### src/rtl/if_fetch_if.sv
// Instruction-bus read channel between fetch (master) and memory (slave).
// Pipelined req/gnt issue, in-order rvalid/rdata return, one beat per grant.
interface if_fetch_if;
  logic        req;
  logic [31:0] addr;
  logic        gnt;
  logic        rvalid;
  logic [31:0] rdata;

  modport master (
    output req,
    output addr,
    input  gnt,
    input  rvalid,
    input  rdata
  );

  modport slave (
    input  req,
    input  addr,
    output gnt,
    output rvalid,
    output rdata
  );
endinterface

### src/rtl/if_fetch.sv
// Instruction fetch: owns the PC, issues pipelined bus reads, buffers replies
// in an in-order prefetch FIFO and presents the head to if_id.
// Ports: clk, rst (async, active-high), jump_flag_i/jump_addr_i redirect,
// hold_flag_i stall code, ibus (master read channel),
// inst_o/inst_addr_o/inst_valid_o towards if_id.
module if_fetch #(
  parameter logic [31:0] RESET_PC   = 32'h0,
  parameter int          FIFO_DEPTH = 4
) (
  input  logic              clk,
  input  logic              rst,
  input  logic              jump_flag_i,
  input  logic [31:0]       jump_addr_i,
  input  logic [2:0]        hold_flag_i,
  if_fetch_if.master        ibus,
  output logic [31:0]       inst_o,
  output logic [31:0]       inst_addr_o,
  output logic              inst_valid_o
);

  localparam int AW = $clog2(FIFO_DEPTH);
  localparam int CW = AW + 1;
  localparam logic [CW:0]   DEPTH_X = (CW+1)'(FIFO_DEPTH);
  localparam logic [CW-1:0] FULL    = CW'(FIFO_DEPTH);

  logic [31:0]   fetch_pc;
  logic [31:0]   resp_pc;
  logic [31:0]   jump_tgt;
  logic          jump_pend;
  logic          req_pend;
  logic [CW-1:0] outstanding;
  logic [CW-1:0] discard;
  logic [CW-1:0] count;
  logic [AW-1:0] wr_ptr;
  logic [AW-1:0] rd_ptr;
  logic [31:0]   data_mem [FIFO_DEPTH];
  logic [31:0]   addr_mem [FIFO_DEPTH];

  logic          hold_en;
  logic          empty;
  logic          credit;
  logic          req;
  logic          fire;
  logic          drop;
  logic          push;
  logic          valid;
  logic          pop;
  logic [CW-1:0] out_nxt;
  logic [CW-1:0] disc_nxt;

  always_comb begin
    hold_en = hold_flag_i >= 3'b010;
    empty   = count == '0;
    // In-flight replies plus buffered words may never exceed the FIFO,
    // so every reply always has a slot.
    credit  = ({1'b0, outstanding} + {1'b0, count}) < DEPTH_X;
    // A raised request stays up until granted, credit or not.
    req     = !rst && (req_pend || credit);
    fire    = req && ibus.gnt;
    drop    = ibus.rvalid && (jump_flag_i || discard != '0);
    push    = ibus.rvalid && !drop;
    valid   = !empty && !jump_flag_i;
    pop     = valid && !hold_en;
    out_nxt = outstanding + CW'(fire) - CW'(ibus.rvalid);
    disc_nxt = discard;
    if (jump_flag_i) begin
      // Everything still in flight after this edge belongs to the old
      // stream, including a request that is up but not yet granted.
      disc_nxt = out_nxt + CW'(req && !ibus.gnt);
    end else if (ibus.rvalid && discard != '0) begin
      disc_nxt = discard - CW'(1);
    end
  end

  assign ibus.req     = req;
  assign ibus.addr    = fetch_pc;
  assign inst_valid_o = valid;
  assign inst_o       = valid ? data_mem[rd_ptr] : 32'h1;
  assign inst_addr_o  = valid ? addr_mem[rd_ptr] : 32'h0;

  always_ff @(posedge clk or posedge rst) begin
    if (rst) begin
      fetch_pc    <= RESET_PC;
      resp_pc     <= RESET_PC;
      jump_tgt    <= RESET_PC;
      jump_pend   <= 1'b0;
      req_pend    <= 1'b0;
      outstanding <= '0;
      discard     <= '0;
    end else begin
      outstanding <= out_nxt;
      discard     <= disc_nxt;
      req_pend    <= req && !ibus.gnt;
      if (fire) begin
        jump_pend <= 1'b0;
        if (jump_flag_i) begin
          fetch_pc <= jump_addr_i;
        end else if (jump_pend) begin
          fetch_pc <= jump_tgt;
        end else begin
          fetch_pc <= fetch_pc + 32'd4;
        end
      end else if (jump_flag_i) begin
        // An ungranted request must keep its address; park the target
        // until that grant arrives.
        if (req) begin
          jump_pend <= 1'b1;
          jump_tgt  <= jump_addr_i;
        end else begin
          jump_pend <= 1'b0;
          fetch_pc  <= jump_addr_i;
        end
      end
      if (jump_flag_i) begin
        resp_pc <= jump_addr_i;
      end else if (push) begin
        resp_pc <= resp_pc + 32'd4;
      end
    end
  end

  always_ff @(posedge clk or posedge rst) begin
    if (rst) begin
      wr_ptr <= '0;
      rd_ptr <= '0;
      count  <= '0;
    end else if (jump_flag_i) begin
      wr_ptr <= '0;
      rd_ptr <= '0;
      count  <= '0;
    end else begin
      if (push) begin
        wr_ptr <= wr_ptr + AW'(1);
      end
      if (pop) begin
        rd_ptr <= rd_ptr + AW'(1);
      end
      count <= count + CW'(push) - CW'(pop);
    end
  end

  always_ff @(posedge clk) begin
    if (push) begin
      data_mem[wr_ptr] <= ibus.rdata;
      addr_mem[wr_ptr] <= resp_pc;
    end
  end

  a_no_overflow : assert property (
    @(posedge clk) disable iff (rst) push |-> count != FULL
  );

  a_rvalid_owed : assert property (
    @(posedge clk) disable iff (rst) ibus.rvalid |-> outstanding != '0
  );

endmodule

### src/flat_wrapper.sv
// flat-port wrapper written by rule: the top's interface ports become plain ports
module if_fetch_flat 
#(
  parameter logic [31:0] RESET_PC   = 32'h0,
  parameter int          FIFO_DEPTH = 4
)
  (clk, rst, jump_flag_i, jump_addr_i, hold_flag_i, inst_o, inst_addr_o, inst_valid_o, ibus_req, ibus_addr, ibus_gnt, ibus_rvalid, ibus_rdata);
  if_fetch_if ibus_i ();
  input  logic clk;
  input  logic rst;
  input  logic jump_flag_i;
  input  logic [31:0] jump_addr_i;
  input  logic [2:0] hold_flag_i;
  output logic [31:0] inst_o;
  output logic [31:0] inst_addr_o;
  output logic inst_valid_o;
  output wire logic [$bits(ibus_i.req)-1:0] ibus_req;
  output wire logic [$bits(ibus_i.addr)-1:0] ibus_addr;
  input wire logic [$bits(ibus_i.gnt)-1:0] ibus_gnt;
  input wire logic [$bits(ibus_i.rvalid)-1:0] ibus_rvalid;
  input wire logic [$bits(ibus_i.rdata)-1:0] ibus_rdata;
  assign ibus_req = ibus_i.req;
  assign ibus_addr = ibus_i.addr;
  assign ibus_i.gnt = ibus_gnt;
  assign ibus_i.rvalid = ibus_rvalid;
  assign ibus_i.rdata = ibus_rdata;
  if_fetch #(.RESET_PC(RESET_PC), .FIFO_DEPTH(FIFO_DEPTH)) u_core (.clk(clk), .rst(rst), .jump_flag_i(jump_flag_i), .jump_addr_i(jump_addr_i), .hold_flag_i(hold_flag_i), .ibus(ibus_i), .inst_o(inst_o), .inst_addr_o(inst_addr_o), .inst_valid_o(inst_valid_o));
endmodule
### config.mk
export PLATFORM = sky130hd
export DESIGN_NAME = if_fetch_flat
export DESIGN_NICKNAME = d
export VERILOG_FILES = /design/src/rtl/if_fetch_if.sv /design/src/rtl/if_fetch.sv /design/src/flat_wrapper.sv
export SDC_FILE = /design/constraint.sdc
export NUM_CORES = 1
export LEC_CHECK = 0
export ABC_AREA = 1
export CAP_MARGIN = 30
export CORE_MARGIN = 5
export CORE_UTILIZATION = 25
export DETAILED_ROUTE_END_ITERATION = 16
export PLACE_DENSITY = 0.48
export SKIP_CTS_REPAIR_TIMING = 1
export SLEW_MARGIN = 0
export SYNTH_ARGS = -nofsm -noshare
export SYNTH_HDL_FRONTEND = slang
export SYNTH_SLANG_ARGS = --single-unit
### constraint.sdc
create_clock -name clk -period 4.1 [get_ports clk]
set_clock_uncertainty 0.1 [all_clocks]
set_input_delay 0.615 -clock clk [delete_from_list [all_inputs] [get_ports clk]]
set_output_delay 0.615 -clock clk [all_outputs]
set_load 0.01 [all_outputs]
==> flow_metrics.py, run 1 <==
metrics = {
    "setup_path": {
        "cp_cell_sequence": "buf_12, nor2_1, nor2_1, o21ai_0, a21oi_1, clkdlybuf4s50_1",
        "r2r-start": "u_core.count[1]",
        "cp_slowest_cell": "clkdlybuf4s50_1",
        "slowest_delay_ns": 0.61,
        "cp_max_fo": 128,
        "cp_common_cell": "nor2_1",
        "critPathTopFamily": "buffers and inverters",
        "cp-startpoint": "u_core.rd_ptr[0]",
        "arrival_ns": 2.84,
        "end_kind": "primary output",
        "required_ns": 3.38,
        "worst_setup_path_start_kind": "register",
        "crit_type": "reg2out",
        "crit_buf_inv": 2,
    },
    "placement": {
        "io_buffer_count": 168,
        "place_congestion": 0.826,
        "dpl.hpwl_um": 31900,
    },
    "min_path": {
        "min_path_type": "reg2reg",
        "min_from": "u_core.jump_tgt[31]",
    },
    "sta": {
        "fin_tns_setup_ns": 0,
        "setup_violations": 0,
        "fmax_ghz": 0.281,
        "period_share_pct": 86.7,
        "post-route-min-period_ns": 3.56,
        "hold_viol_final": 0,
        "max_slew_margin_pct": 41.5,
        "drv_slew": 0,
        "rsz0062_at_grt": "no",
        "worst_pin_slew_ns": 0.878,
    },
    "routing": {
        "wl_per_cell_um": 17.4,
        "route.vias.total": 12800,
        "drc": 0,
        "final_antenna_net_count": 0,
        "dr.pass1.iters": 5,
        "drtIter0Drc": 709,
        "routed_wl_um": 50000,
        "vias_per_cell": 4.46,
    },
    "cells_and_area": {
        "num-fill-cells": 6921,
        "fin_nets": 2055,
        "syn_to_final_growth_pct": 24.9,
        "layout-drive-gt1-share_pct": 7.31,
        "postLayoutCoreUtil_pct": 31.5,
    },
    "clock_tree": {
        "cts.sinks": 367,
        "cts_buffers": 44,
        "clkLatencyLatePin_ns": 0.56,
        "cts_tree": "yes",
        "clkTransAtPathRegs_ns": 0.06,
        "root_buffer": "clkbuf_16",
        "ctsHtreeMaxLevel": 2,
        "cts_max_path_buffers": 3,
    },
    "synth": {
        "synth_area_um2": 17000,
        "synth-seq-cells": 367,
        "synthTopCellsByCount": "nor2_1 (387), nand2_1 (351), edfxtp_1 (256), o21ai_0 (174), inv_1 (127)",
        "synth_edf_count": 256,
        "yosysMostFrequentCell": "nor2_1",
        "synth_cell_type_count": 42,
        "async_flop_share_pct": 30.2,
        "synth_ff_type": "edfxtp_1",
        "yosys_warnings": 0,
        "postSynthAreaPerCell_um2": 9.45,
        "syn_inst": 1798,
        "synth_top_cell_area_share_pct": 45.2,
        "synth_area_leaders": "edfxtp_1 (45%), dfrtp_1 (16%), nor2_1 (8.6%)",
        "yosysSeqAreaShare_pct": 61.6,
        "syn-num-nets": 1888,
        "netlist.top_cell.by_area": "edfxtp_1",
    },
    "floorplanning": {
        "num_rows": 95,
        "die_y_um": 271,
        "core_um2": 67300,
        "die_w_um": 271,
        "initial_utilization_pct": 25.3,
        "io_pins": 170,
        "dieArea_um2": 73300,
    },
    "grt": {
        "grt_pass1_wl_um": 76800,
        "grt-ovfl-total": 0,
        "grt_pass1_vias": 12600,
        "track_usage_pct": 13.3,
        "grt_max_degree": 129,
        "antenna_found_initial": 0,
    },
    "power": {
        "p_leak_nw": 8.21,
        "power_density_nw_per_um2": 542,
        "power_mw": 11.5,
        "ir_drop_mv": 0.307,
    },
    "flow_run": {
        "drv_cap": 0,
    },
    "outcome": {
        "outcome": "complete, no violations",
    },
}
-- cells by family (layout without fill, tap and decap cells) --
group,Yosys count,after routing,synth area share [%]
xor+xnor,27,27,1.39
buf+inv,214,412,5.16
flops,367,367,61.6
mux,1,1,0.0589
simple gates,871,871,21.0
fa+ha+maj,18,18,1.41
other cells,0,1,0
compound gates,300,300,9.42
-- area by class of cell --
class / count / area (um^2) / area share [%]
repair buffers: 204 / 2050 / 9.65
diodes: 1 / 2.50 / 0.0118
multi-input cells: 1217 / 5690 / 26.8
clock inverters: 22 / 249 / 1.17
flip-flops and latches: 367 / 10500 / 49.3
inverters: 131 / 497 / 2.34
well taps: 873 / 1090 / 5.15
clock buffers: 55 / 1170 / 5.53
-- cell usage in the layout (no fill, tap or decap), types with 16 or more instances in the layout --
cell | synthesis | routed
nor2_1 | 387 | 383
nand2_1 | 351 | 351
edfxtp_1 | 256 | 256
o21ai_0 | 174 | 173
clkdlybuf4s50_1 | 0 | 167
inv_1 | 127 | 125
dfrtp_1 | 111 | 109
a21oi_1 | 91 | 91
nand3_1 | 80 | 80
clkbuf_16 | 0 | 44
buf_4 | 3 | 28
xor2_1 | 25 | 25
ha_1 | 16 | 16
-- registers in the layout, indices dropped and copies added (netlist names) --
register and flops:
u_core.req_pend 1, u_core.resp_pc 32, u_core.jump_pend 1, u_core.jump_tgt 32, u_core.rd_ptr 2, u_core.outstanding 3
u_core.count 3, u_core.data_mem 128, u_core.wr_ptr 2, u_core.discard 3, u_core.ibus.addr 32, u_core.addr_mem 128
-- power by group --
group	switching [mW]	leakage [nW]	internal, mW
Sequential	0.569	3.67	4.49
Combinational	1.50	3.84	1.07
Clock	1.55	0.696	2.33
Total	3.61	8.21	7.89
-- worst paths after layout --
path / endpoint / slack [ns] / cells after the start
setup / recovery: inst_addr_o[21] / 0.54 / 6
hold / removal: u_core.jump_tgt[31] / 0.37 / 2
setup reg to reg: u_core.count[2] / 1.35 / 11
hold reg to reg: u_core.jump_tgt[31] / 0.37 / 2
max in group asynchronous: u_core.jump_tgt[27] / 2.33 / 4
min in group asynchronous: u_core.jump_tgt[2] / 0.41 / 3
-- metrics by stage --
step,setup WS [ns],std cells,cell area [um^2],hold WS (ns)
after floorplan,-0.249,1798,17000,0.342
after global placement,0.953,2792,19800,0.356
after detailed placement,0.958,2792,19800,0.360
after CTS,0.409,2869,21200,0.375
after global routing,0.306,2869,21200,0.391
final,0.544,2870,21200,0.375
-- layer usage --
metal / global-route usage [%] / up-vias / part of all wire (%)
met2: 22.2 / 272 / 47
met5: 0 / - / 0
met4: 2.80 / 0 / 1.9
li1: - / 6309 / -
met1: 18.2 / 6166 / 47
met3: 2.68 / 64 / 4.6
-- tightest hold or removal path, stage by stage, from the launching register on --
cell and delay, ns:
dfrtp_1 0.34, nand2_1 0.05, nand2_1 0.05
Power figures use the tool's default switching activity.
==> run 2, diff against run 1 <==
--- a/config.mk
+++ b/config.mk
@@ -6,7 +6,6 @@
 export NUM_CORES = 1
 export LEC_CHECK = 0
 export ABC_AREA = 1
-export CAP_MARGIN = 30
 export CORE_MARGIN = 5
 export CORE_UTILIZATION = 25
 export DETAILED_ROUTE_END_ITERATION = 16
==> results of run 2 <==
No change in the layout: final DEF, timing and power equal those of run 1.
==> run 3, diff against run 2 <==
--- a/config.mk
+++ b/config.mk
@@ -5,7 +5,7 @@
 export SDC_FILE = /design/constraint.sdc
 export NUM_CORES = 1
 export LEC_CHECK = 0
-export ABC_AREA = 1
+export CAP_MARGIN = 20
 export CORE_MARGIN = 5
 export CORE_UTILIZATION = 25
 export DETAILED_ROUTE_END_ITERATION = 16
==> run 3 against run 2 <==
Via count down 26%. Critical path depth down 2. Final cell count shrank 27%. Routed wire length is 17% lower. First-iteration DRC count shrank 25%. Die area fell by 7.1%. Synthesized cell count fell by 42%. Hold slack worse by 0.039 ns. Clock power is 5% lower. Core utilization is 0.30 points higher. Area after synthesis down 7.3%. Critical path type unchanged. Critical endpoint unchanged. Highest routed layer unchanged.
==> flow_metrics.py, run 3 <==
metrics = {
    "outcome": {
        "outcome": "complete, no violations",
    },
    "placement": {
        "io_buffer_count": 168,
        "place_congestion": 0.766,
        "pre_cts_ws_ns": 0.757,
        "dpl.hpwl_um": 26700,
        "dpl_cell_area_um2": 18600,
    },
    "clock_tree": {
        "ctsHtreeMaxLevel": 2,
        "cts_tree": "yes",
        "root_buffer": "clkbuf_16",
        "cts_buffers": 43,
        "clkTransAtPathRegs_ns": 0.05,
        "clkLatencyLatePin_ns": 0.55,
        "cts_max_path_buffers": 3,
        "cts.sinks": 367,
    },
    "power": {
        "p_leak_nw": 6.76,
        "ir_drop_mv": 0.380,
        "power_mw": 11.2,
        "power_density_nw_per_um2": 562,
    },
    "routing": {
        "wl_met2_um": 19600,
        "highest-signal-layer": "met4",
        "drtIter0Drc": 535,
        "wl_met1_um": 19100,
        "wl_per_cell_um": 19.7,
        "dr.pass1.iters": 5,
        "routed_wl_um": 41400,
        "vias_per_cell": 4.52,
        "route.vias.total": 9505,
        "met3_length_um": 1780,
        "final_antenna_net_count": 0,
        "drc": 0,
    },
    "min_path": {
        "min_path_type": "in2reg",
        "min_from": "jump_flag_i",
    },
    "sta": {
        "setup_violations": 0,
        "max_slew_margin_pct": 36.8,
        "fin_tns_setup_ns": 0,
        "post-route-min-period_ns": 3.61,
        "fmax_ghz": 0.277,
        "worst_slack_ns": 0.495,
        "drv_slew": 0,
        "rsz0062_at_grt": "no",
        "hold_viol_final": 0,
        "worst_pin_slew_ns": 0.948,
        "period_share_pct": 87.9,
    },
    "synth": {
        "yosysSeqAreaShare_pct": 66.5,
        "synth_top_cell_area_share_pct": 48.8,
        "syn-num-nets": 1131,
        "syn_inst": 1041,
        "netlist.top_cell.by_area": "edfxtp_1",
        "synth_cell_type_count": 62,
        "synth-seq-cells": 367,
        "synth_area_um2": 15700,
        "synthTopCellsByCount": "edfxtp_1 (256), dfrtp_1 (111), nand2_1 (71), and2_1 (68), mux4_2 (64)",
        "yosys_warnings": 0,
        "synth_ff_type": "edfxtp_1",
        "yosysMostFrequentCell": "edfxtp_1",
        "postSynthAreaPerCell_um2": 15.1,
        "synth_area_leaders": "edfxtp_1 (49%), dfrtp_1 (18%), mux4_2 (9.2%)",
        "synth_edf_count": 256,
        "async_flop_share_pct": 30.2,
    },
    "setup_path": {
        "worst_setup_path_start_kind": "register",
        "end_kind": "primary output",
        "cp_cell_sequence": "buf_12, mux4_2, and2_1, clkdlybuf4s50_1",
        "required_ns": 3.38,
        "arrival_ns": 2.89,
        "crit_type": "reg2out",
        "cp-startpoint": "u_core.rd_ptr[0]",
        "cp_slowest_cell": "dfrtp_4",
        "cp_max_fo": 26,
        "r2r-start": "u_core.count[1]",
        "slowest_delay_ns": 0.77,
    },
    "floorplanning": {
        "io_pins": 170,
        "dieArea_um2": 68100,
        "num_rows": 92,
        "die_y_um": 261,
        "die_w_um": 261,
        "initial_utilization_pct": 25.1,
        "core_um2": 62700,
    },
    "grt": {
        "grt_pass1_vias": 9763,
        "antenna_found_initial": 0,
        "grt-ovfl-total": 0,
        "grt_max_degree": 73,
        "grt_pass1_wl_um": 62600,
        "track_usage_pct": 12.0,
    },
    "flow_run": {
        "drv_cap": 0,
    },
    "cells_and_area": {
        "multiInputGateArea_um2": 5010,
        "largestRegisters": "u_core.addr_mem (128), u_core.data_mem (128)",
        "postLayoutCoreUtil_pct": 31.8,
        "syn_to_final_growth_pct": 26.9,
        "layout_common_cells": "edfxtp_1 (256), clkdlybuf4s50_1 (167), dfrtp_1 (109), nand2_1 (71)",
        "fin_nets": 1317,
        "final_common_cell": "edfxtp_1",
        "ff_latch_area_um2": 10500,
        "layout-drive-gt1-share_pct": 17.1,
        "num-fill-cells": 6188,
        "postLayoutCellArea_um2": 20000,
        "diodes": 0,
    },
}
run 3: cell count changes in the layout (fill, tap and decap cells not counted), moves of 53 or more:
cell	previous run	this run
a21oi_1	91	23
and2_1	1	64
inv_1	125	16
mux4_2	0	64
nand2_1	351	71
nand3_1	80	27
nor2_1	383	45
o21ai_0	173	50
run 3: critical path, delay by kind of cell (launching register included):
family | cells | cell delay (ns)
and+or+nand+nor | 1 | 0.18
muxes | 1 | 0.58
buffers and inverters | 2 | 0.76
DFF | 1 | 0.77
run 3: path summary, 6_finish.rpt:
path                                             end  slack [ns]  cells past startpoint
min in group asynchronous            u_core.count[2]        0.43                      2
worst min-delay path                 u_core.count[1]        0.34                      2
worst min register to register    u_core.jump_tgt[6]        0.40                      1
worst max register to register  u_core.ibus.addr[28]        1.30                      8
worst max-delay path                 inst_addr_o[21]        0.49                      4
max in group asynchronous       u_core.ibus.addr[25]        2.66                      3
run 3: cell families (layout without fill, tap and decap cells):
group	Yosys count	in the layout	synth area share [%]
AO/OA/AOI/OAI	137	137	5.34
AND/OR/NAND/NOR	288	288	9.70
XOR/XNOR	43	43	2.39
flip-flops	367	367	66.5
buffers and inverters	73	290	1.84
multiplexers	115	115	12.7
adder cells (fa/ha/maj)	18	18	1.53
run 3: report_power, final:
group          leakage (nW)  switching (mW)  internal [mW]  total (mW)
Clock                 0.669            1.49           2.21        3.70
Sequential             3.65           0.498           4.48        4.97
Combinational          2.45            1.24           1.30        2.54
Total                  6.76            3.23           7.99        11.2
run 3: layer usage:
metal	GRT usage [%]	up-vias
met5	0	-
met4	2.96	0
met3	2.55	58
met2	19.3	212
met1	16.6	4881
li1	-	4354
run 3: cell type report:
class / count / share of cell area (%)
clock buffers: 61 / 6.19
inverters: 19 / 0.370
multi-input cells: 601 / 25.1
well taps: 846 / 5.30
clock inverters: 15 / 0.589
repair buffers: 195 / 10.0
flip-flops and latches: 367 / 52.4
run 3: stage by stage:
step	hold slack (ns)	std cells
finish	0.335	2104
global route	0.313	2104
CTS	0.300	2104
detailed placement	0.390	2028
global placement	0.384	2028
floorplan	0.372	1041
